$ cat src/rtl/fetch_stage_pkg.sv
// fetch_stage_pkg: shared widths, opcode constants and fetch FSM encoding.
package fetch_stage_pkg;
  localparam int PC_WIDTH = 32;
  localparam int CPU_WIDTH = 32;
  localparam int REG_WIDTH = 6;
  localparam logic [REG_WIDTH-1:0] RNONE = 6'h20;
  localparam logic [6:0] OP_LUI = 7'b0110111;
  localparam logic [6:0] OP_AUIPC = 7'b0010111;
  localparam logic [6:0] OP_JAL = 7'b1101111;
  localparam logic [6:0] OP_BRANCH = 7'b1100011;
  localparam logic [6:0] OP_STORE = 7'b0100011;
  localparam logic [6:0] OP_REG = 7'b0110011;
  typedef enum logic [1:0] {S_IDLE, S_WAIT, S_FULL, S_DROP} state_t;
endpackage

$ cat src/rtl/fetch_stage_imm_gen.sv
// fetch_stage_imm_gen: format immediate and static next-PC offset for one instruction.
module fetch_stage_imm_gen
  import fetch_stage_pkg::*;
(
  input  logic [31:0]          inst,
  output logic [CPU_WIDTH-1:0] val_c,
  output logic [PC_WIDTH-1:0]  pred_off
);
  logic [6:0] op;
  logic [31:0] i_imm, s_imm, b_imm, u_imm, j_imm, imm;
  assign op = inst[6:0];
  assign i_imm = {{20{inst[31]}}, inst[31:20]};
  assign s_imm = {{20{inst[31]}}, inst[31:25], inst[11:7]};
  assign b_imm = {{19{inst[31]}}, inst[31], inst[7], inst[30:25], inst[11:8], 1'b0};
  assign u_imm = {inst[31:12], 12'b0};
  assign j_imm = {{11{inst[31]}}, inst[31], inst[19:12], inst[20], inst[30:21], 1'b0};
  assign imm = (op == OP_STORE) ? s_imm :
               (op == OP_BRANCH) ? b_imm :
               (op == OP_LUI || op == OP_AUIPC) ? u_imm :
               (op == OP_JAL) ? j_imm : i_imm;
  assign val_c = (op == OP_REG) ? '0 : CPU_WIDTH'($signed(imm));
  // backward branches predicted taken, forward ones not taken
  assign pred_off = (op == OP_JAL || (op == OP_BRANCH && inst[31])) ? PC_WIDTH'($signed(imm)) : PC_WIDTH'(4);
endmodule

$ cat src/rtl/fetch_stage.sv
// fetch_stage: single-outstanding instruction fetch with static prediction and redirect handling.
module fetch_stage
  import fetch_stage_pkg::*;
#(
  parameter logic [PC_WIDTH-1:0] RESET_PC = 'h8000_0000
) (
  input  logic                 clk_i,
  input  logic                 rst_i,
  input  logic                 F_stall_i,
  input  logic                 redirect_i,
  input  logic [PC_WIDTH-1:0]  redirect_pc_i,
  output logic                 imem_req_o,
  output logic [PC_WIDTH-1:0]  imem_addr_o,
  input  logic                 imem_rvalid_i,
  input  logic [31:0]          imem_rdata_i,
  output logic [6:0]           f_opcode_o,
  output logic [REG_WIDTH-1:0] f_rd_o,
  output logic [REG_WIDTH-1:0] f_rs1_o,
  output logic [REG_WIDTH-1:0] f_rs2_o,
  output logic [2:0]           f_func3_o,
  output logic [6:0]           f_func7_o,
  output logic [11:0]          f_imm_o,
  output logic [PC_WIDTH-1:0]  f_pc_o,
  output logic [CPU_WIDTH-1:0] f_valC_o,
  output logic [PC_WIDTH-1:0]  f_delayPC_o,
  output logic                 f_bubble_o
);
  state_t state;
  logic [PC_WIDTH-1:0] pc, buf_pc, pred_pc, pred_off;
  logic [31:0] inst_buf;
  logic [CPU_WIDTH-1:0] val_c;
  logic [6:0] op;
  logic full;
  fetch_stage_imm_gen imm_gen (.inst(inst_buf), .val_c(val_c), .pred_off(pred_off));
  assign full = state == S_FULL;
  assign op = inst_buf[6:0];
  assign pred_pc = buf_pc + pred_off;
  assign imem_req_o = !rst_i && (state == S_IDLE || (full && !F_stall_i && !redirect_i));
  assign imem_addr_o = full ? pred_pc : pc;
  assign f_bubble_o = !full;
  assign f_opcode_o = full ? op : '0;
  assign f_rd_o = (full && op != OP_STORE && op != OP_BRANCH) ? REG_WIDTH'(inst_buf[11:7]) : RNONE;
  assign f_rs1_o = (full && op != OP_LUI && op != OP_AUIPC && op != OP_JAL) ? REG_WIDTH'(inst_buf[19:15]) : RNONE;
  assign f_rs2_o = (full && (op == OP_REG || op == OP_STORE || op == OP_BRANCH)) ? REG_WIDTH'(inst_buf[24:20]) : RNONE;
  assign f_func3_o = full ? inst_buf[14:12] : '0;
  assign f_func7_o = full ? inst_buf[31:25] : '0;
  assign f_imm_o = full ? inst_buf[31:20] : '0;
  assign f_pc_o = full ? buf_pc : '0;
  assign f_valC_o = full ? val_c : '0;
  assign f_delayPC_o = full ? buf_pc + PC_WIDTH'(4) : '0;
  always_ff @(posedge clk_i) begin
    if (rst_i) begin
      state <= S_IDLE;
      pc <= RESET_PC;
      inst_buf <= '0;
      buf_pc <= '0;
    end else if (redirect_i) begin
      pc <= redirect_pc_i & ~PC_WIDTH'(3);
      // an in-flight request must drain before a fresh fetch may issue
      state <= (state == S_IDLE || ((state == S_WAIT || state == S_DROP) && !imem_rvalid_i)) ? S_DROP : S_IDLE;
    end else begin
      case (state)
        S_IDLE: state <= S_WAIT;
        S_WAIT: if (imem_rvalid_i) begin
          inst_buf <= imem_rdata_i;
          buf_pc <= pc;
          state <= S_FULL;
        end
        S_FULL: if (!F_stall_i) begin
          pc <= pred_pc;
          state <= S_WAIT;
        end
        default: if (imem_rvalid_i) state <= S_IDLE;
      endcase
    end
  end
endmodule

$ cat config.mk
export PLATFORM = sky130hd
export DESIGN_NAME = fetch_stage
export DESIGN_NICKNAME = d
export VERILOG_FILES = /design/src/rtl/fetch_stage_pkg.sv /design/src/rtl/fetch_stage_imm_gen.sv /design/src/rtl/fetch_stage.sv
export SDC_FILE = /design/constraint.sdc
export NUM_CORES = 1
export LEC_CHECK = 0
export ABC_AREA = 1
export CAP_MARGIN = 25
export CORE_ASPECT_RATIO = 1.25
export CORE_MARGIN = 2
export CORE_UTILIZATION = 28
export DETAILED_ROUTE_END_ITERATION = 12
export HOLD_SLACK_MARGIN = 0.15
export PLACE_DENSITY = 0.63
export SYNTH_ARGS = -nofsm -noshare
export SYNTH_HDL_FRONTEND = slang
export SYNTH_HIERARCHICAL = 1
export SYNTH_SLANG_ARGS = --single-unit
$ cat constraint.sdc
create_clock -name clk_i -period 3.2 [get_ports clk_i]
set_input_delay 0.64 -clock clk_i [delete_from_list [all_inputs] [get_ports clk_i]]
set_output_delay 0.64 -clock clk_i [all_outputs]
set_load 0.02 [all_outputs]
# Word-level counts from Yosys, hierarchy flattened
# Index checks and enable logic that the tools add are counted.
# word_totals
regBits	98
input_bits	69
output_inout_bits	177
wordCells	83
# classes
addsub	2
eq_ne	17
muxes	26
n_bitwise	2
reduce_logical	31
# ops
operator	n
32-bit 2-to-1 mux	9
31-bit 2-to-1 mux	3
32-bit by 3-bit adder with 32-bit output (second input constant)	1
32-bit adder	1
7-bit by 6-bit == test with 1-bit output (second input constant)	3
20-bit 2-to-1 mux	1
6-bit 2-to-1 mux	3
7-bit == test (second input constant)	2
7-bit 2-to-1 mux	2
7-bit by 6-bit inequality test with 1-bit output (second input constant)	2
7-bit inequality test (second input constant)	2
12-bit 2-to-1 mux	1
1-bit logical AND	11
2-bit 2-to-1 mux	5
7-bit by 5-bit == test with 1-bit output (second input constant)	1
1-bit logical OR	7
7-bit by 5-bit inequality test with 1-bit output (second input constant)	1
3-bit inequality test (second input constant)	2
2-bit case mux with 3 select lines	1
3-bit AND reduction	2
1-bit zero test	5
2-bit == test (second input constant)	2
2-bit AND reduction	2
4-bit nonzero test	1
7 further kinds	8

# Logic depth before layout (Yosys ltp)
# depth
ltp_word	10
mapped_depth	22
mapped_depth_nobuf	22

# By module
# Netlist, hierarchy kept.
# modules_own_cells
module	instances	cells_per_inst	area_per_inst_um2	seq_area_each_um2
fetch_stage	1	1380	7962.6	1961.9
fetch_stage_imm_gen	1	175	837.1	0.0

# Worst setup path before layout
# Ideal clock, no wire load.
# synth_timing
path_type	register -> output
startpoint	register inst_buf[3]
endpoint	output port imem_addr_o[28]
t_arrival_ns	2.417
required_ns	2.560
slack_ns	0.143
path_stages_with_launch	19
n_path_buf	0
path_cell_list	dfxtp_1 -> nor2_1 -> nand2_2 -> nor2_4 -> nand2_1 -> o21ai_0 -> nand2_1 -> inv_1 -> inv_1 -> fa_1 -> inv_1 -> nand3_1 -> nand3_1 -> nand3_1 -> nand3_1 -> nand2_1 -> nand3_1 -> nand3_1 -> o21ai_0
# synth_via
elab_chain_cells	8
elab_cells_between_ends	15
classes_between	add/sub: 1; eq/ne: 5; mux: 6; reduce/logical: 3
# synth_rtl
item	line_no	rtl
start: declaration	fetch_stage.sv:30	logic [31:0] inst_buf;
start signal: assignment	fetch_stage.sv:65	inst_buf <= imem_rdata_i;
7-bit by 6-bit == test with 1-bit output / 7-bit by 5-bit == test with 1-bit output (equally long branches)	fetch_stage_imm_gen.sv:19	(op == OP_LUI || op == OP_AUIPC) ? u_imm :
1-bit logical OR	fetch_stage_imm_gen.sv:19	
31-bit 2-to-1 mux	fetch_stage_imm_gen.sv:19	
31-bit 2-to-1 mux	fetch_stage_imm_gen.sv:18	(op == OP_BRANCH) ? b_imm :
31-bit 2-to-1 mux	fetch_stage_imm_gen.sv:17	assign imm = (op == OP_STORE) ? s_imm :
32-bit 2-to-1 mux *	fetch_stage_imm_gen.sv:23	assign pred_off = (op == OP_JAL || (op == OP_BRANCH && inst[31])) ? PC_WIDTH'($signed(imm)) : PC_WIDTH'(4);
named net pred_off[1]	fetch_stage.sv:29	logic [PC_WIDTH-1:0] pc, buf_pc, pred_pc, pred_off;
32-bit adder *	fetch_stage.sv:37	assign pred_pc = buf_pc + pred_off;
32-bit 2-to-1 mux *	fetch_stage.sv:39	assign imem_addr_o = full ? pred_pc : pc;
end: declaration	fetch_stage.sv:13	output logic [PC_WIDTH-1:0] imem_addr_o,
# Mark *: on every way through the listed nets, which the timed path passes. The rest lies on a longest branch.

# Final worst setup path
# layout_timing
startpoint	register inst_buf[3]
endpoint	output port imem_addr_o[30]
# Same word-level chain as after synthesis.

==> summary.txt <==
Setup path
  – WP data required: 2560 ps
  – Worst Setup SP: inst_buf[3]$_SDFFE_PP0P_
  – Critical Path AT: 3080 ps
  – Crit-path max cell delay: 400 ps
  – Crit-path slowest cell: dfxtp_4
  – Crit-path cells: nand2_2, nor2_4, nand2_4, nand2_8, inv_8, buf_8, buf_4, nor2_1, ha_1, buf_4, a21o_1, nor2_1, nand2_2, a21oi_4, nand2_1, nand2_2, nand3_2, o21ai_2, buf_6
  – Critical path class: register to primary output
  – Delay-heaviest family, CP: simple AND/OR/NAND/NOR gates
  – R2R cell count: 28
  – Worst reg2reg endpoint: pc[19]$_SDFFE_PP0P_
  – Critical Path Start Type: register
  – Worst-path fanout max: 9
  – Critical Path End: imem_addr_o[30]
  – Crit path capture type: primary output
  – WP buf/inv: 5
  – WP depth: 19
  – R2R Setup Slk: -480 ps
  – FF-to-FF Start: inst_buf[3]$_SDFFE_PP0P_
  – Crit path top cell by count: nand2_2

Synthesis
  – Post-synthesis mux area share: 0%
  – Syn nets: 1,657
  – Synthesized instance count: 1,555
  – Distinct cell type count after synthesis: 48
  – Synth Register Bits: 98
  – Post-Synth Adder-Cell Area: 4.78%
  – XOR/XNOR Fraction of Synth Area: 2.29%
  – Synth warnings: 6
  – Largest family of logic cells by synthesized area: simple AND/OR/NAND/NOR gates
  – Post-Synth Simple-Gate Area: 36.6%
  – Compound-cell area share of the yosys netlist: 17.0%
  – Post-synth EDFFs: 0
  – Asr flop ratio synth: 0%
  – Prevailing post-synth register cell: dfxtp_1
  – Seq/Total Area, Yosys: 22.3%
  – Synth Cell Area: 8800 um2
  – Post-Syn Area per Cell: 5.66 um2

Hold path
  – Worst Hold Class: register to register

Floorplan
  – Die Width: 163 um
  – Die ar.: 32,900 um2
  – Initial Utilization: 28.4%
  – Die height: 202 um
  – Core Footprint: 31,000 um2
  – Row cnt: 72
  – I/O pin count: 246

STA
  – Fin Setup TNS: -12,300 ps
  – Fmax: 269 MHz
  – Worst clock skew: 10.0 ps
  – Final hold violation count: 0
  – Final worst path period share: 116%
  – Worst hold margin: 476 ps
  – RSZ-0062 raised after global routing: yes
  – Final WS setup: -524 ps
  – Worst slew pin tran: 684 ps
  – Max Transition Viols Final: 0
  – Slew margin rel.: 54.4%
  – Final min period: 3720 ps
  – Final setup fails: 31

Finish
  – Most common cell after layout, fill and taps aside: inv_1
  – Antenna diodes: 0
  – Final nets: 2,115
  – Share of layout cells above drive strength 1: 32.3%
  – Area Overhead vs Synth: 75.4%
  – Commonest cells after routing, fill and taps aside: 266 x inv_1, 260 x buf_4, 247 x nand2_1, 179 x nor2_1, 159 x clkdlybuf4s50_1
  – Final cell count without fillers: 2,424
  – # fillers: 3,141

Placement
  – Number of placed instances, taps included: 2,344
  – RePlAce Congestion: 0.930
  – DP HPWL: 30.3 mm
  – Port Buffers: 243

Detailed routing
  – DR vias: 11,400
  – DRT Wirelength: 39.5 mm
  – Iteration-0 DRC count of the detailed router: 649
  – Residual DRC: 0
  – Vias per inst: 4.71
  – DR pass1 iterations: 5
  – Post-route ant nets: 0
  – Per-cell routed wire length: 16.3 um

Clock network
  – H-Tree Depth: 3
  – CTS tree: done
  – CTS Buf Count: 9
  – Max clock buf depth: 2
  – Hold_buf cts: 0
  – Later-pin clock latency in the skew report: 370 ps
  – Clk pin slew, worst setup/hold paths: 70 ps
  – Clock sinks: 98
  – CTS root buf: clkbuf_16

Power
  – Leak: 7.38 nW
  – Peak VDD IR: 0.000256 V
  – PnR Total Power: 0.00359 W
  – Pwr Density: 233 nW/um2

Outcome
  – Outcome: finished, violations left
  – Violations in the final reports: setup timing

Global route
  – Total grt overflow: 0
  – First-pass GRT wire length: 58.3 mm
  – Initial antenna violation count: 0
  – Vias in the first global route: 11,100
  – All-Layer GR Usage: 22.9%
  – Pin count of the biggest net entering global routing: 79

Flow run
  – # Max-Cap Violations: 0
==> cell type report <==
| cell class | instances | area [um2] | area share, % |
|---|---|---|---|
| timing repair buffer | 517 | 4600 | 29.8 |
| clock buffer | 9 | 225 | 1.46 |
| sequential | 98 | 1980 | 12.8 |
| multi-input combinational | 1092 | 6900 | 44.7 |
| timing repair inverter | 1 | 6.26 | 0.0405 |
| inverter | 294 | 1130 | 7.29 |
| tap | 407 | 509 | 3.30 |
| clock inverter | 6 | 90.1 | 0.584 |
==> cell usage after synthesis (2+ instances only) <==
master / count / area share, %
xor2_1: 21 / 2.1
nor3_4: 2 / 0.37
o21bai_1: 3 / 0.26
nor2_4: 7 / 0.90
nand2_1: 356 / 15
nand4_1: 15 / 1.1
buf_2: 9 / 0.51
inv_2: 9 / 0.38
nor3_1: 22 / 1.3
nor2_2: 4 / 0.28
o211ai_1: 2 / 0.17
nor4_1: 4 / 0.28
o21ai_0: 129 / 7.3
nand2_2: 6 / 0.43
buf_4: 13 / 1.1
nor3_2: 7 / 0.80
inv_1: 283 / 12
o21ai_1: 6 / 0.34
o21a_1: 2 / 0.17
nand3b_1: 7 / 0.60
a31oi_1: 16 / 1.1
ha_1: 32 / 4.5
buf_6: 5 / 0.64
nand3_2: 3 / 0.34
clkbuf_1: 38 / 1.6
a21oi_1: 122 / 6.9
xnor2_1: 2 / 0.20
a22oi_1: 2 / 0.17
nand3_1: 83 / 4.7
dfxtp_1: 98 / 22
buf_1: 3 / 0.13
nor2_1: 227 / 9.7
clkbuf_8: 2 / 0.31
==> registers in the layout, indices dropped and copies added (netlist names) <==
| name | count |
|---|---|
| inst_buf | 32 |
| state | 2 |
| pc | 32 |
| buf_pc | 32 |
==> metrics by stage <==
stage	setup slack (ps)	util (%)	cell area, um2
after floorplan	143	-	8800
after global placement	-841	41.7	12900
after detailed placement	-905	41.7	12900
after CTS	-559	47.1	14600
after global routing	-671	49.8	15400
final	-524	49.8	15400
==> where the power goes <==
part | leakage, nW | internal (W) | switching, W
Combinational | 6.42 | 0.000437 | 0.000593
Sequential | 0.805 | 0.00129 | 0.0000555
Clock | 0.152 | 0.000686 | 0.000535
Total | 7.38 | 0.00241 | 0.00118
==> per-layer routing <==
metal / global-route usage (%) / vias up / routed length (um)
met3: 3.24 / 103 / 1510
met1: 24.3 / 5223 / 15000
met5: 0 / - / 0
li1: - / 5761 / -
met2: 42.3 / 321 / 20300
met4: 14.4 / 0 / 2810
==> worst reg2reg max path: cells and delay by family (launching register included) <==
family / cells / cell delay [ps]
compound gates: 1 / 60
buf+inv: 15 / 1850
flops: 1 / 380
fa+ha+maj: 1 / 340
simple gates: 11 / 940
==> how the worst min path moves through the flow <==
stage	startpoint	end	slack (ps)	cells past startpoint
after floorplan	pc[1]$_SDFFE_PP0P_	buf_pc[1]$_SDFFE_PP0P_	440	2
after global placement	pc[27]$_SDFFE_PP0P_	buf_pc[27]$_SDFFE_PP0P_	460	2
after detailed placement	pc[29]$_SDFFE_PP0P_	buf_pc[29]$_SDFFE_PP0P_	470	2
after CTS	inst_buf[17]$_SDFFE_PP0P_	inst_buf[17]$_SDFFE_PP0P_	480	2
after global routing	inst_buf[19]$_SDFFE_PP0P_	inst_buf[19]$_SDFFE_PP0P_	490	2
final	inst_buf[17]$_SDFFE_PP0P_	inst_buf[17]$_SDFFE_PP0P_	480	2
==> cell families (layout without fill, tap and decap cells) <==
| family | count (synthesis) | in the layout |
|---|---|---|
| AOI/OAI and AO/OA | 287 | 287 |
| and+or+nand+nor | 748 | 748 |
| xor gates and xnor gates | 23 | 23 |
| adders and majority gates | 33 | 33 |
| other | 1 | 1 |
| buffers and inverters | 365 | 827 |
| DFF | 98 | 98 |
==> timing repair <==
action | in CTS | in global routing
gates resized for setup | 410 | 185
cloned | 1 | 0
pin swaps | 93 | 67
endpoints found under the setup margin | 53 | 74
setup buffers | 51 | 13
(Power assumes the default switching activity.)
